### src/rtl/mul_add_arb_pkg.sv
// Shared constants and helpers for the mul_add_arb slice.
// Grant counter width and requester-id width calculation.
package mul_add_arb_pkg;

  localparam int CntW = 16;

  function automatic int id_width(input int n);
    int w;
    w = $clog2(n);
    return (w < 1) ? 1 : w;
  endfunction

endpackage

### src/rtl/mul_add_arb_rr_arbiter.sv
// Combinational round-robin arbiter: first valid request at or after ptr.
// Produces a one-hot grant, its index and an any-request flag.
module rr_arbiter #(
  parameter int NumReq = 4,
  parameter int IdW    = 2
) (
  input  logic [NumReq-1:0] req_i,
  input  logic [IdW-1:0]    ptr_i,
  output logic [NumReq-1:0] gnt_o,
  output logic [IdW-1:0]    gnt_idx_o,
  output logic              any_o
);

  logic found;

  // k is the distance from ptr; the closest valid requester wins.
  always_comb begin
    gnt_o     = '0;
    gnt_idx_o = '0;
    found     = 1'b0;
    for (int k = 0; k < NumReq; k++) begin
      for (int j = 0; j < NumReq; j++) begin
        if (!found && req_i[j] &&
            ((j - int'(ptr_i) + NumReq) % NumReq == k)) begin
          found     = 1'b1;
          gnt_o[j]  = 1'b1;
          gnt_idx_o = IdW'(j);
        end
      end
    end
  end

  assign any_o = |req_i;

endmodule

### src/rtl/mul_add_arb.sv
// Round-robin shared multiply-add (P = X*Y + A) with a 2-stage pipeline.
// Define MUL_ADD_ARB_STATS_EN for per-requester saturating grant counters.
module mul_add_arb
  import mul_add_arb_pkg::*;
#(
  parameter int  NumReq = 4,
  parameter int  WidthX = 8,
  parameter int  WidthY = 8,
  parameter int  WidthA = 20,
  parameter int  Speed  = 1,
  localparam int IdW    = id_width(NumReq)
) (
  input  logic                     clk_i,
  input  logic                     rst_i,
  input  logic [NumReq-1:0]        req_valid_i,
  output logic [NumReq-1:0]        req_ready_o,
  input  logic [NumReq*WidthX-1:0] req_x_i,
  input  logic [NumReq*WidthY-1:0] req_y_i,
  input  logic [NumReq*WidthA-1:0] req_a_i,
  output logic                     rsp_valid_o,
  input  logic                     rsp_ready_i,
  output logic [WidthA-1:0]        rsp_p_o,
  output logic [IdW-1:0]           rsp_id_o,
  output logic                     busy_o
`ifdef MUL_ADD_ARB_STATS_EN
  ,
  input  logic                     stats_clr_i,
  output logic [NumReq*CntW-1:0]   grant_cnt_o
`endif
);

  localparam int WidthP = WidthX + WidthY;
  localparam int Lv     = $clog2(WidthA);

  if (WidthX > WidthY) begin : g_bad_wx
    $error("mul_add_arb: WidthX must not exceed WidthY");
  end
  if (WidthA < WidthP) begin : g_bad_wa
    $error("mul_add_arb: WidthA must be >= WidthX+WidthY");
  end
  if (NumReq < 2) begin : g_bad_nr
    $error("mul_add_arb: NumReq must be >= 2");
  end

  logic [NumReq-1:0] gnt;
  logic [IdW-1:0]    gnt_idx;
  logic              any_req;
  logic              s2_adv;
  logic              s1_free;
  logic              accept;

  logic [WidthX-1:0] x_sel;
  logic [WidthY-1:0] y_sel;
  logic [WidthA-1:0] a_sel;

  logic [IdW-1:0]    ptr_q, ptr_d;
  logic              s1_valid_q, s1_valid_d;
  logic [WidthX-1:0] s1_x_q, s1_x_d;
  logic [WidthY-1:0] s1_y_q, s1_y_d;
  logic [WidthA-1:0] s1_a_q, s1_a_d;
  logic [IdW-1:0]    s1_id_q, s1_id_d;
  logic              s2_valid_q, s2_valid_d;
  logic [WidthA-1:0] s2_p_q, s2_p_d;
  logic [IdW-1:0]    s2_id_q, s2_id_d;

  logic [WidthP-1:0] prod;
  logic [WidthA-1:0] add_a;
  logic [WidthA-1:0] add_b;
  logic [WidthA-1:0] sum;

  rr_arbiter #(
    .NumReq (NumReq),
    .IdW    (IdW)
  ) u_arb (
    .req_i     (req_valid_i),
    .ptr_i     (ptr_q),
    .gnt_o     (gnt),
    .gnt_idx_o (gnt_idx),
    .any_o     (any_req)
  );

  always_comb begin
    x_sel = '0;
    y_sel = '0;
    a_sel = '0;
    for (int i = 0; i < NumReq; i++) begin
      if (gnt[i]) begin
        x_sel = req_x_i[i*WidthX +: WidthX];
        y_sel = req_y_i[i*WidthY +: WidthY];
        a_sel = req_a_i[i*WidthA +: WidthA];
      end
    end
  end

  // Datapath: product is exact; the final add wraps mod 2^WidthA.
  assign prod  = {{WidthY{1'b0}}, s1_x_q} * {{WidthX{1'b0}}, s1_y_q};
  assign add_a = WidthA'(prod);
  assign add_b = s1_a_q;

  if (Speed == 0) begin : g_ripple
    always_comb begin
      logic c;
      c   = 1'b0;
      sum = '0;
      for (int i = 0; i < WidthA; i++) begin
        sum[i] = add_a[i] ^ add_b[i] ^ c;
        c = (add_a[i] & add_b[i]) | (c & (add_a[i] ^ add_b[i]));
      end
    end
  end else if (Speed == 1) begin : g_bk
    logic [WidthA-1:0] gg, pp;
    always_comb begin
      int k;
      k  = 0;
      gg = add_a & add_b;
      pp = add_a ^ add_b;
      for (int l = 0; l < Lv; l++) begin
        for (int i = 0; i < WidthA; i++) begin
          if ((i + 1) % (1 << (l + 1)) == 0) begin
            k     = i - (1 << l);
            gg[i] = gg[i] | (pp[i] & gg[k]);
            pp[i] = pp[i] & pp[k];
          end
        end
      end
      // Down-sweep fills the prefixes the up-sweep tree skipped.
      for (int l = Lv - 2; l >= 0; l--) begin
        for (int i = 0; i < WidthA; i++) begin
          if (((i + 1) % (1 << (l + 1)) == (1 << l)) &&
              (i >= (1 << (l + 1)))) begin
            k     = i - (1 << l);
            gg[i] = gg[i] | (pp[i] & gg[k]);
            pp[i] = pp[i] & pp[k];
          end
        end
      end
      sum = (add_a ^ add_b) ^ {gg[WidthA-2:0], 1'b0};
    end
  end else begin : g_sk
    logic [WidthA-1:0] gg, pp;
    always_comb begin
      int k;
      k  = 0;
      gg = add_a & add_b;
      pp = add_a ^ add_b;
      for (int l = 0; l < Lv; l++) begin
        for (int i = 0; i < WidthA; i++) begin
          if (((i >> l) & 1) == 1) begin
            k     = ((i >> l) << l) - 1;
            gg[i] = gg[i] | (pp[i] & gg[k]);
            pp[i] = pp[i] & pp[k];
          end
        end
      end
      sum = (add_a ^ add_b) ^ {gg[WidthA-2:0], 1'b0};
    end
  end

  always_comb begin
    s2_adv      = s1_valid_q & (~s2_valid_q | rsp_ready_i);
    s1_free     = ~s1_valid_q | s2_adv;
    accept      = any_req & s1_free;
    req_ready_o = s1_free ? gnt : '0;

    ptr_d = ptr_q;
    if (accept) begin
      ptr_d = (gnt_idx == IdW'(NumReq - 1)) ? '0
                                            : gnt_idx + IdW'(1);
    end

    s1_valid_d = s1_valid_q;
    s1_x_d     = s1_x_q;
    s1_y_d     = s1_y_q;
    s1_a_d     = s1_a_q;
    s1_id_d    = s1_id_q;
    if (accept) begin
      s1_valid_d = 1'b1;
      s1_x_d     = x_sel;
      s1_y_d     = y_sel;
      s1_a_d     = a_sel;
      s1_id_d    = gnt_idx;
    end else if (s2_adv) begin
      s1_valid_d = 1'b0;
    end

    s2_valid_d = s2_valid_q;
    s2_p_d     = s2_p_q;
    s2_id_d    = s2_id_q;
    if (s2_adv) begin
      s2_valid_d = 1'b1;
      s2_p_d     = sum;
      s2_id_d    = s1_id_q;
    end else if (s2_valid_q & rsp_ready_i) begin
      s2_valid_d = 1'b0;
    end
  end

  always_ff @(posedge clk_i or posedge rst_i) begin
    if (rst_i) begin
      ptr_q      <= '0;
      s1_valid_q <= 1'b0;
      s1_x_q     <= '0;
      s1_y_q     <= '0;
      s1_a_q     <= '0;
      s1_id_q    <= '0;
      s2_valid_q <= 1'b0;
      s2_p_q     <= '0;
      s2_id_q    <= '0;
    end else begin
      ptr_q      <= ptr_d;
      s1_valid_q <= s1_valid_d;
      s1_x_q     <= s1_x_d;
      s1_y_q     <= s1_y_d;
      s1_a_q     <= s1_a_d;
      s1_id_q    <= s1_id_d;
      s2_valid_q <= s2_valid_d;
      s2_p_q     <= s2_p_d;
      s2_id_q    <= s2_id_d;
    end
  end

  assign rsp_valid_o = s2_valid_q;
  assign rsp_p_o     = s2_p_q;
  assign rsp_id_o    = s2_id_q;
  assign busy_o      = s1_valid_q | s2_valid_q;

`ifdef MUL_ADD_ARB_STATS_EN
  logic [CntW-1:0] cnt_q [NumReq];
  logic [CntW-1:0] cnt_d [NumReq];

  // Clear wins over a same-cycle increment; counters stick at all-ones.
  always_comb begin
    for (int i = 0; i < NumReq; i++) begin
      cnt_d[i] = cnt_q[i];
      if (stats_clr_i) begin
        cnt_d[i] = '0;
      end else if (accept && gnt[i] && (cnt_q[i] != '1)) begin
        cnt_d[i] = cnt_q[i] + CntW'(1);
      end
    end
  end

  always_ff @(posedge clk_i or posedge rst_i) begin
    if (rst_i) begin
      for (int i = 0; i < NumReq; i++) begin
        cnt_q[i] <= '0;
      end
    end else begin
      for (int i = 0; i < NumReq; i++) begin
        cnt_q[i] <= cnt_d[i];
      end
    end
  end

  always_comb begin
    grant_cnt_o = '0;
    for (int i = 0; i < NumReq; i++) begin
      grant_cnt_o[i*CntW +: CntW] = cnt_q[i];
    end
  end
`endif

endmodule
### config.mk
export PLATFORM = sky130hd
export DESIGN_NAME = mul_add_arb
export DESIGN_NICKNAME = d
export VERILOG_FILES = /design/src/rtl/mul_add_arb_pkg.sv /design/src/rtl/mul_add_arb_rr_arbiter.sv /design/src/rtl/mul_add_arb.sv
export SDC_FILE = /design/constraint.sdc
export NUM_CORES = 1
export LEC_CHECK = 0
export CORE_UTILIZATION = 35
export DETAILED_ROUTE_END_ITERATION = 10
export GPL_ROUTABILITY_DRIVEN = 0
export SLEW_MARGIN = 0
export SYNTH_ARGS = -nofsm -noshare
export SYNTH_HDL_FRONTEND = slang
export SYNTH_SLANG_ARGS = --single-unit
### constraint.sdc
create_clock -name clk_i -period 17.6 [get_ports clk_i]
set_input_delay 1.76 -clock clk_i [delete_from_list [all_inputs] [get_ports clk_i]]
set_output_delay 1.76 -clock clk_i [all_outputs]
set_load 0.02 [all_outputs]
==> impl_results.md, run 1 <==
* Post-route setup slack at 11390 ps
* Reg-to-Reg End: rsp_p_o[19]
* Final setup viols at 0
* Top Ports at 179
* Antenna violations before repair at 0
* Worst-path cell chain: and2_1, fa_1, fa_1, inv_1, fa_1, fa_1, inv_1, ha_1, o21a_1, a2111oi_4, nor2_1, a21oi_1, xnor2_1, ha_1, a21oi_1, o21ai_0, a21oi_1, nor4b_1, a211oi_1, ha_1, xnor2_1, o21ai_0
* Crit path top cell by count: fa_1
* RSZ-0062 raised after global routing: false
* Later-pin clock latency in the skew report at between 300 and 400 ps
* DR iter-0 viols at 367
* Worst Path Required at between 15000 and 20000 ps
* Post-route setup TNS at 0 ps
* Sequential area share after synthesis at approximately 27%
* Reg-to-Reg Start: s1_x_q[1]
* Synth cell types at 46
* Synth warn at 0
* Final hold violation count at 0
* Max Clock Freq at 161 MHz
* Synth Instances at 639
* Grt ovf at 0
* # hold bufs at CTS at 0
* Mapped Nets at approximately 900
* CTS Buffer Depth at 2
* Core Region at roughly 16000 um2
* DR vias at 5241
* CP Capture Type: flop
* Total number of H-tree levels at 3
* Post-Synth XOR/XNOR Area at 3.60%
* Max Slew Vio Count at 0
* CP Max Fanout at 9
* DP HPWL at 12.8 mm
* Tightest Pin Transition at about 1200 ps
* Max incr delay on CP at 550 ps
* Post-CTS Setup Bufs at 0
* Post-Synth Simple-Gate Area at 15.5%
* Cells after DPL at ~1000
* Share of layout cells above drive strength 1 at 5.35%
* Worst-path clk slew at 50 ps
* WL/cell at 15.3 um
* Syn_area_per_cell at 9.14 um2
* CTS tree: done
* Slowest cell on crit path: fa_1
* Vias in the first global route at 5391
* Worst EP arrival at 6360 ps
* HP Class: reg -> reg
* Skew final at about 11 ps
* Post-layout minimum cycle time at 6210 ps
* MaxCap Viol Count at 0
* Die X at between 100 and 150 um
* Fillers at 1497
* Worst Hold End: rsp_p_o[5]
* Largest family of logic cells by synthesized area: adder cells
* Post-CTS Resized at 0
* Input/output buffers at 178
* Antenna diodes at 0
* CTS root buffer: clkbuf_16
* Hold path startpoint: rsp_p_o[5]
* Mux share of post-synthesis cell area at 1.73%
* CTS Buf Count at 9
* Startpoint types: flop
* Area Growth Syn to Fin at 39.1%
* Layout net count at 1047
* GRT Util Overall at 18.7%
* CP Class: reg -> reg
* Largest net degree at the start of global routing at 78
* Global-route wire length before repair at 25.9 mm
* Mapped Area at 5840 um2
* Period utilisation layout at 35.3%
* Synth Area in Adders at between 20% and 30%
* Clock tree sinks at 64
* DRC viols at 0
* DIE AREA at approximately 17000 um2
* Synthesized flop and latch total at 64
* Placement Setup Slack at between 10000 and 15000 ps
* WL final at 15.5 mm
* Antenna-violating nets left at 0
* Drt first pass iters at 6
* Worst r2r path cells at 22
* Non-Filler Instances at 1019
* Die Span Y at 131 um
* Status: complete, no violations
* Initial Util at 36.3%
* Setup slack, reg-to-reg at 11390 ps
* Via density at between 5 and 6
* Slew headroom at between 20% and 30%
* Post-synthesis compound-gate area fraction at 18.2%
* Num rows at 46
* Worst Hold Depth at 2
-- state kept, by name, summed over array words and instances, names as in the netlist --
register	cells
rsp_valid_o	1
rsp_id_o	2
s1_y_q	8
add_b	20
rsp_p_o	20
s1_id_q	2
s1_x_q	8
s1_valid_q	1
ptr_q	2
-- cells by family after synthesis --
group / Yosys count
compound gates: 143
xor+xnor: 24
fa+ha+maj: 98
mux: 9
simple gates: 203
flops: 64
buf+inv: 98
-- cell type report --
class / count / area, um2 / share of cell area [%]
well taps: 216 / 270 / 3.33
clock inverters: 5 / 104 / 1.28
clock buffers: 11 / 243 / 2.99
repair buffers: 183 / 1820 / 22.4
flip-flops and latches: 64 / 1600 / 19.7
inverters: 63 / 236 / 2.91
multi-input cells: 477 / 3850 / 47.4
-- cells in the mapped netlist, drive strengths merged --
| library cell | number | area, um2 |
|---|---|---|
| a2111oi | 1 | 27.5 |
| a211o | 3 | 27.5 |
| a211oi | 3 | 22.5 |
| a21boi | 1 | 7.51 |
| a21o | 7 | 53.8 |
| a21oi | 20 | 100 |
| a221oi | 1 | 15.0 |
| a222oi | 36 | 360 |
| a31oi | 36 | 225 |
| and2 | 34 | 213 |
| and3 | 2 | 13.8 |
| buf | 15 | 87.6 |
| clkbuf | 20 | 75.1 |
| dfrtp | 64 | 1600 |
| fa | 44 | 881 |
| ha | 54 | 676 |
| inv | 63 | 236 |
| mux2 | 9 | 101 |
| nand2 | 95 | 357 |
| nand2b | 5 | 31.3 |
| nand3 | 2 | 10.0 |
| nand4 | 1 | 6.26 |
| nor2 | 49 | 186 |
| nor2b | 6 | 37.5 |
| nor3 | 5 | 25.0 |
| nor4b | 1 | 8.76 |
| o211ai | 2 | 15.0 |
| o21a | 4 | 30.0 |
| o21ai | 23 | 119 |
| o221a | 2 | 22.5 |
| o221ai | 1 | 8.76 |
| o22ai | 1 | 6.26 |
| o2bb2ai | 1 | 8.76 |
| o41ai | 1 | 16.3 |
| or2 | 3 | 18.8 |
| xnor2 | 12 | 105 |
| xor2 | 12 | 105 |
-- how the worst max path moves through the flow --
stage / from / end / slack (ps)
6_report: s1_x_q[1] / rsp_p_o[19] / 11390
5_1_grt: s1_x_q[1] / rsp_p_o[19] / 11100
4_1_cts: s1_x_q[1] / rsp_p_o[19] / 11380
3_5_place_dp: s1_x_q[1] / rsp_p_o[19] / 11390
3_3_place_gp: s1_x_q[1] / rsp_p_o[18] / 11560
2_1_floorplan: s1_x_q[3] / rsp_p_o[18] / 11860
-- metal layers --
metal	vias up	GRT usage, %	wire (um)
met5	-	0	0
met4	0	6.80	365
met3	28	4.01	881
met2	169	32.4	7640
met1	2502	22.7	6650
li1	2542	-	-
-- metrics by stage --
stage / hold slack, ps / util (%) / instance area [um2]
3_3_place_gp: 462 / 48.3 / 7780
3_5_place_dp: 471 / 48.3 / 7780
6_report: 474 / 50.4 / 8130
5_1_grt: 509 / 50.4 / 8130
2_1_floorplan: 466 / - / 5840
4_1_cts: 484 / 50.4 / 8130
-- cells in the final DEF (no fill, tap or decap), types with 2 or more instances in the layout --
| master | n |
|---|---|
| a211o_1 | 2 |
| a211oi_1 | 3 |
| a21o_1 | 6 |
| a21oi_1 | 19 |
| a222oi_1 | 36 |
| a31oi_1 | 36 |
| and2_1 | 34 |
| buf_4 | 5 |
| bufinv_16 | 3 |
| clkbuf_16 | 9 |
| clkdlybuf4s50_1 | 178 |
| dfrtp_1 | 64 |
| fa_1 | 44 |
| ha_1 | 54 |
| inv_1 | 61 |
| inv_2 | 2 |
| mux2_2 | 9 |
| nand2_1 | 95 |
| nand2b_1 | 5 |
| nand3_1 | 2 |
| nor2_1 | 48 |
| nor2b_1 | 6 |
| nor3_1 | 5 |
| o211ai_1 | 2 |
| o21a_1 | 4 |
| o21ai_0 | 22 |
| or2_2 | 2 |
| xnor2_1 | 12 |
| xor2_1 | 12 |
-- critical path: cells and delay by family (launching register included) --
family | cells | cell delay [ps]
adder cells (fa/ha/maj) | 7 | 2900
AO/OA/AOI/OAI | 8 | 1630
AND/OR/NAND/NOR | 3 | 630
flip-flops | 1 | 470
XOR/XNOR | 2 | 320
buffers and inverters | 2 | 90
Power of run 1 is left out: the tool's default activity adds up to more than one toggle a clock period on the data nets, which glitch-free logic cannot reach.
==> run 2: changes to the inputs <==
clock period = 6.1 ns   (was 17.6 ns; I/O delays follow)
==> impl_results.md, run 2 (synthesis gave the netlist of run 1 again) <==
* Leading cell types in the layout, fill and taps excluded: clkdlybuf4s50_1 (178), nand2_1 (95), dfrtp_1 (64) (unchanged)
* CP Class: reg -> reg (unchanged)
* CTS Buf Count at 9 (unchanged)
* Slew headroom at 23.8% (was 20.1%)
* Total number of H-tree levels at 3 (unchanged)
* Antenna diodes at 0 (unchanged)
* Drt first pass iters at 7 (was 6)
* DP HPWL at 12.9 mm (was 12.8 mm)
* CTS tree: done (unchanged)
* Period utilisation layout at 95.1% (was 35.3%)
* Worst EP arrival at 6020 ps (was 6360 ps)
* Later-pin clock latency in the skew report at 340 ps (about the same)
* Layout net count at 1061 (was 1047)
* Global-route wire length before repair at 26.4 mm (was 25.9 mm)
* Commonest non-fill, non-tap cell in the layout: clkdlybuf4s50_1 (unchanged)
* Via density at 5.08 (was 5.14)
* Num rows at 46 (unchanged)
* Worst Path Required at 6320 ps (was 17750 ps)
* DR vias at 5238 (was 5241)
* Final setup viols at 0 (unchanged)
* CTS root buffer: clkbuf_16 (unchanged)
* Area Growth Syn to Fin at 40.3% (was 39.1%)
* Crit path top cell by count: fa_1 (unchanged)
* Max Slew Vio Count at 0 (unchanged)
* CP Max Fanout at 5 (was 9)
* Post-layout minimum cycle time at 5800 ps (was 6210 ps)
* Max incr delay on CP at 550 ps (about the same)
* Input/output buffers at 178 (unchanged)
* Share of layout cells above drive strength 1 at 7.35% (was 5.35%)
* Worst-path clk slew at 60 ps (was 50 ps)
* Die X at 131 um (unchanged)
* GRT Util Overall at 19.0% (was 18.7%)
* Vias in the first global route at 5530 (was 5391)
* CTS Buffer Depth at 2 (unchanged)
* Antenna violations before repair at 0 (unchanged)
* Clock tree sinks at 64 (unchanged)
* Largest net degree at the start of global routing at 78 (unchanged)
* DRC viols at 0 (unchanged)
* WL/cell at 15.1 um (was 15.3 um)
* Post-route setup TNS at 0 ps (unchanged)
* Fillers at 1519 (was 1497)
* Grt ovf at 0 (unchanged)
* Final hold violation count at 0 (unchanged)
* Status: complete, no violations (unchanged)
* MaxCap Viol Count at 0 (unchanged)
* DR iter-0 viols at 322 (was 367)
* Initial Util at 36.3% (unchanged)
* HP Class: reg -> reg (unchanged)
* Tightest Pin Transition at 1140 ps (was 1200 ps)
* Antenna-violating nets left at 0 (unchanged)
* Core Region at 16100 um2 (unchanged)
* CP Capture Type: flop (unchanged)
* Top Ports at 179 (unchanged)
* Slowest cell on crit path: fa_1 (unchanged)
* Startpoint types: flop (unchanged)
* DIE AREA at 17200 um2 (unchanged)
* WL final at 15.6 mm (was 15.5 mm)
* Worst-path cell chain: and2_1, fa_1, fa_1, inv_1, fa_1, fa_1, inv_1, ha_2, a211o_2, a2111oi_4, nor2_1, a21oi_2, xnor2_1, ha_1, a21oi_2, o21ai_0, a21oi_1, nor4b_4, a211oi_1, ha_1, mux2_2 (was and2_1, fa_1, fa_1, inv_1, fa_1, fa_1, inv_1, ha_1, o21a_1, a2111oi_4, nor2_1, a21oi_1, xnor2_1, ha_1, a21oi_1, o21ai_0, a21oi_1, nor4b_1, a211oi_1, ha_1, xnor2_1, o21ai_0)
* Die Span Y at 131 um (unchanged)
* Max Clock Freq at 172 MHz (was 161 MHz)
* Skew final at 7.60 ps (was 10.8 ps)
## run 2: worst paths after layout
check	from	endpoint	slack (ps)	cells past startpoint
min	rsp_p_o[2]	rsp_p_o[2]	480	2
min in group asynchronous	rst_i	add_b[8]	840	3
min reg2reg	rsp_p_o[2]	rsp_p_o[2]	480	2
max in group asynchronous	rst_i	s1_y_q[0]	4710	3
max reg2reg	s1_x_q[1]	rsp_p_o[18]	300	21
max	s1_x_q[1]	rsp_p_o[18]	300	21
## run 2: layout make-up
cell class                 instances  area (um2)  share of cell area, %
clock inverter                     5        58.8                  0.717
multi-input combinational        477        3880                   47.3
timing repair buffer             197        1920                   23.5
clock buffer                      10         229                   2.79
inverter                          63         236                   2.88
sequential                        64        1600                   19.5
tap                              216         270                   3.30
## run 2: repair_timing
item / in CTS / in global routing
resized for setup: 0 / 5
endpoints found under the setup margin: 0 / 6
buffers inserted: 0 / 2
hold buffers: 0 / 0
## run 2: worst max-delay path: cells and delay by family, from the launching register on
family | cells | cell delay [ps]
and+or+nand+nor | 3 | 510
xor gates and xnor gates | 1 | 80
buffers and inverters | 2 | 100
adders and majority gates | 7 | 2890
muxes | 1 | 250
AOI/OAI and AO/OA | 7 | 1470
DFF | 1 | 380
## run 2: stage by stage
step,util [%],area (um2),std cells,setup slack (ps),hold slack (ps)
3_5_place_dp,48.8,7870,1015,80.1,471
2_1_floorplan,-,5840,639,362,466
3_3_place_gp,48.8,7870,1015,187,460
5_1_grt,50.9,8200,1032,-23.7,494
4_1_cts,50.6,8160,1030,24.0,484
6_report,50.9,8200,1032,301,475
## run 2: per-layer routing
metal | track usage [%] | part of all wire (%) | wire length, um | up-vias
li1 | - | - | - | 2568
met1 | 23.3 | 43 | 6750 | 2490
met2 | 33.1 | 50 | 7730 | 161
met3 | 4.01 | 5.4 | 847 | 19
met4 | 5.82 | 1.8 | 274 | 0
met5 | 0 | 0 | 0 | -
Power of run 2 is left out for the same reason.
==> run 3: changes to the inputs <==
CORE_UTILIZATION = 54   (was 35)
PLACE_DENSITY = 0.89   (was default)
SYNTH_HIERARCHICAL = 1   (was default)
clock period = 6.85 ns   (was 6.1 ns; I/O delays follow)
==> impl_results.md, run 3 <==
* Global-route wire length before repair at 29.8 mm (was 26.4 mm)
* Share of layout cells above drive strength 1 at 6.67% (was 7.35%)
* Top Ports at 179 (unchanged)
* WL/cell at 17.8 um (was 15.1 um)
* RSZ-0062 raised after global routing: false
* Final hold violation count at 0 (unchanged)
* CTS tree: done (unchanged)
* Core Region at 11500 um2 (was 16100 um2)
* Syn_area_per_cell at 8.90 um2 (was 9.14 um2)
* CP Capture Type: flop (unchanged)
* GRT Util Overall at 31.1% (was 19.0%)
* Final setup viols at 0 (unchanged)
* Slew headroom at 46.3% (was 23.8%)
* MaxCap Viol Count at 0 (unchanged)
* Most instantiated library cell after synthesis: a21oi_1 (was nand2_1)
* CP Class: reg -> reg (unchanged)
* Input/output buffers at 178 (unchanged)
* Yosys top cell area share at 25.0% (was 27.4%)
* Post-synth ARST share at 100% (unchanged)
* EDFF count, synth at 0 (unchanged)
* Max Clock Freq at 162 MHz (was 172 MHz)
* Worst EP arrival at 6380 ps (was 6020 ps)
* Vias in the first global route at 6130 (was 5530)
* Post-route setup slack at 695 ps (was 301 ps)
* Post-synth top flop: dfrtp_1 (unchanged)
* Via density at 5.83 (was 5.08)
* CTS Buf Count at 9 (unchanged)
* Worst r2r path cells at 21 (unchanged)
* Commonest non-fill, non-tap cell in the layout: clkdlybuf4s50_1 (unchanged)
* CTS Buffer Depth at 2 (unchanged)
* Die X at 111 um (was 131 um)
* Post-layout minimum cycle time at 6150 ps (was 5800 ps)
* Antenna-violating nets left at 0 (unchanged)
* CP Max Fanout at 9 (was 5)
* Mux share of post-synthesis cell area at 2.69% (was 1.73%)
* Sequential area share after synthesis at 25.0% (was 27.4%)
* Post-synthesis compound-gate area fraction at 19.1% (was 18.2%)
* Setup slack, reg-to-reg at 700 ps (was 300 ps)
* Synth cell types at 48 (was 46)
* Area leader, netlist: dfrtp_1 (unchanged)
* Status: finished, violations left (was complete, no violations)
* Worst-path clk slew at 60 ps (about the same)
* Largest net degree at the start of global routing at 77 (was 78)
* Startpoint types: flop (unchanged)
* Reg-to-Reg End: rsp_p_o[18] (unchanged)
* Post-Synth XOR/XNOR Area at 2.73% (was 3.60%)
* Drt first pass iters at 8 (was 7)
* Initial Util at 55.7% (was 36.3%)
* Post-CTS Setup Bufs at 0 (unchanged)
* Synthesized flop and latch total at 64 (unchanged)
* Setup crit end: rsp_p_o[18] (unchanged)
* Period utilisation layout at 89.8% (was 95.1%)
* DR iter-0 viols at 315 (was 322)
* Reg-to-Reg Start: s1_y_q[7] (was s1_x_q[1])
* Mapped Area at 6420 um2 (was 5840 um2)
* Placement Setup Slack at 897 ps (was 80.1 ps)
* Worst Setup SP: s1_y_q[7] (was s1_x_q[1])
* Post-route setup TNS at 0 ps (unchanged)
* DP HPWL at 13.9 mm (was 12.9 mm)
* Worst Path Required at 7080 ps (was 6320 ps)
* Grt ovf at 0 (unchanged)
* Mapped Nets at 970 (was 888)
* Total number of H-tree levels at 3 (unchanged)
* CTS root buffer: clkbuf_16 (unchanged)
* Num rows at 39 (was 46)
* Final Util at 74.7% (was 50.9%)
* Leading cell types in the layout, fill and taps excluded: clkdlybuf4s50_1 (178), a21oi_1 (93), inv_1 (64), dfrtp_1 (64), and2_1 (59) (was clkdlybuf4s50_1 (178), nand2_1 (95), dfrtp_1 (64))
* Synth warn at 6 (was 0)
* Area Growth Syn to Fin at 34.0% (was 40.3%)
* WL final at 18.3 mm (was 15.6 mm)
* Failing checks: DRC
* HP Class: reg -> reg (unchanged)
* Skew final at 8.38 ps (was 7.60 ps)
* Largest family of logic cells by synthesized area: adder cells (unchanged)
* Top post-synthesis cells by count: a21oi_1 (93), inv_1 (65), dfrtp_1 (64) (was nand2_1 (95), dfrtp_1 (64), inv_1 (62))
* Antenna violations before repair at 1 (was 0)
* Post-Synth Simple-Gate Area at 19.5% (was 15.5%)
* DIE AREA at 12300 um2 (was 17200 um2)
* Max Slew Vio Count at 0 (unchanged)
* Layout net count at 1128 (was 1061)
* Later-pin clock latency in the skew report at 350 ps (was 340 ps)
* DR vias at 5990 (was 5238)
* Tightest Pin Transition at 806 ps (was 1140 ps)
* Synth Area in Adders at 24.2% (was 26.6%)
* Synth Instances at 721 (was 639)
* Post-CTS Resized at 0 (unchanged)
* Synth area leaders: dfrtp_1 (25%), fa_1 (14%), ha_1 (11%) (was dfrtp_1 (27%), fa_1 (15%), ha_1 (12%))
* DRC viols at 9 (was 0)
* Worst Hold Depth at 2 (unchanged)
* Clock tree sinks at 64 (unchanged)
* # hold bufs at CTS at 0 (unchanged)
* Die Span Y at 111 um (was 131 um)
## run 3: cell families (layout without fill, tap and decap cells)
family,after synthesis,after routing
fa+ha+maj,98,98
buf+inv,103,266
flops,64,64
compound gates,181,181
mux,15,15
xor+xnor,20,20
simple gates,240,240
other cells,0,1
## run 3: area by class of cell
| cell class | instances | area [um2] |
|---|---|---|
| sequential | 64 | 1600 |
| clock inverter | 7 | 125 |
| fill | 793 | 2920 |
| timing repair buffer | 185 | 1830 |
| multi-input combinational | 554 | 4390 |
| clock buffer | 9 | 225 |
| tap | 143 | 179 |
| inverter | 65 | 244 |
| antenna | 1 | 2.50 |
## run 3: how the worst min path moves through the flow
stage            endpoint  startpoint
2_1_floorplan  s1_id_q[0]  s1_id_q[0]
3_3_place_gp   rsp_p_o[8]  rsp_p_o[8]
3_5_place_dp   rsp_p_o[4]  rsp_p_o[4]
4_1_cts        rsp_p_o[4]  rsp_p_o[4]
5_1_grt        s1_id_q[1]  s1_id_q[1]
6_report       rsp_p_o[8]  rsp_p_o[8]
## run 3: worst max-delay path: stages (launching register included)
cell       delay [ps]
dfrtp_1           470
and2_1            220
fa_1              520
fa_1              540
fa_1              550
inv_1              60
fa_1              530
inv_1              40
ha_1              360
nand3_1           130
o211ai_2          110
o41ai_2           450
o21ai_1           180
xor2_1            170
ha_1              320
a21oi_1           140
nor2_1             50
a2111oi_0         270
a21oi_1           160
and3_1            220
ha_1              270
mux2_2            270
## run 3: through the flow
step | hold WS [ps] | cell area (um2) | cells
floorplan | 454 | 6420 | 721
global placement | 460 | 8250 | 1011
detailed placement | 470 | 8250 | 1011
CTS | 484 | 8600 | 1027
global route | 511 | 8600 | 1028
finish | 477 | 8600 | 1028
## run 3: metal layers
| layer | up-vias | wire length [um] | track usage [%] |
|---|---|---|---|
| met1 | 2860 | 7390 | 37.1 |
| li1 | 2804 | - | - |
| met3 | 75 | 1090 | 5.85 |
| met4 | 0 | 1160 | 19.6 |
| met5 | - | 0 | 0 |
| met2 | 251 | 8710 | 51.7 |
Power of run 3 is left out for the same reason.
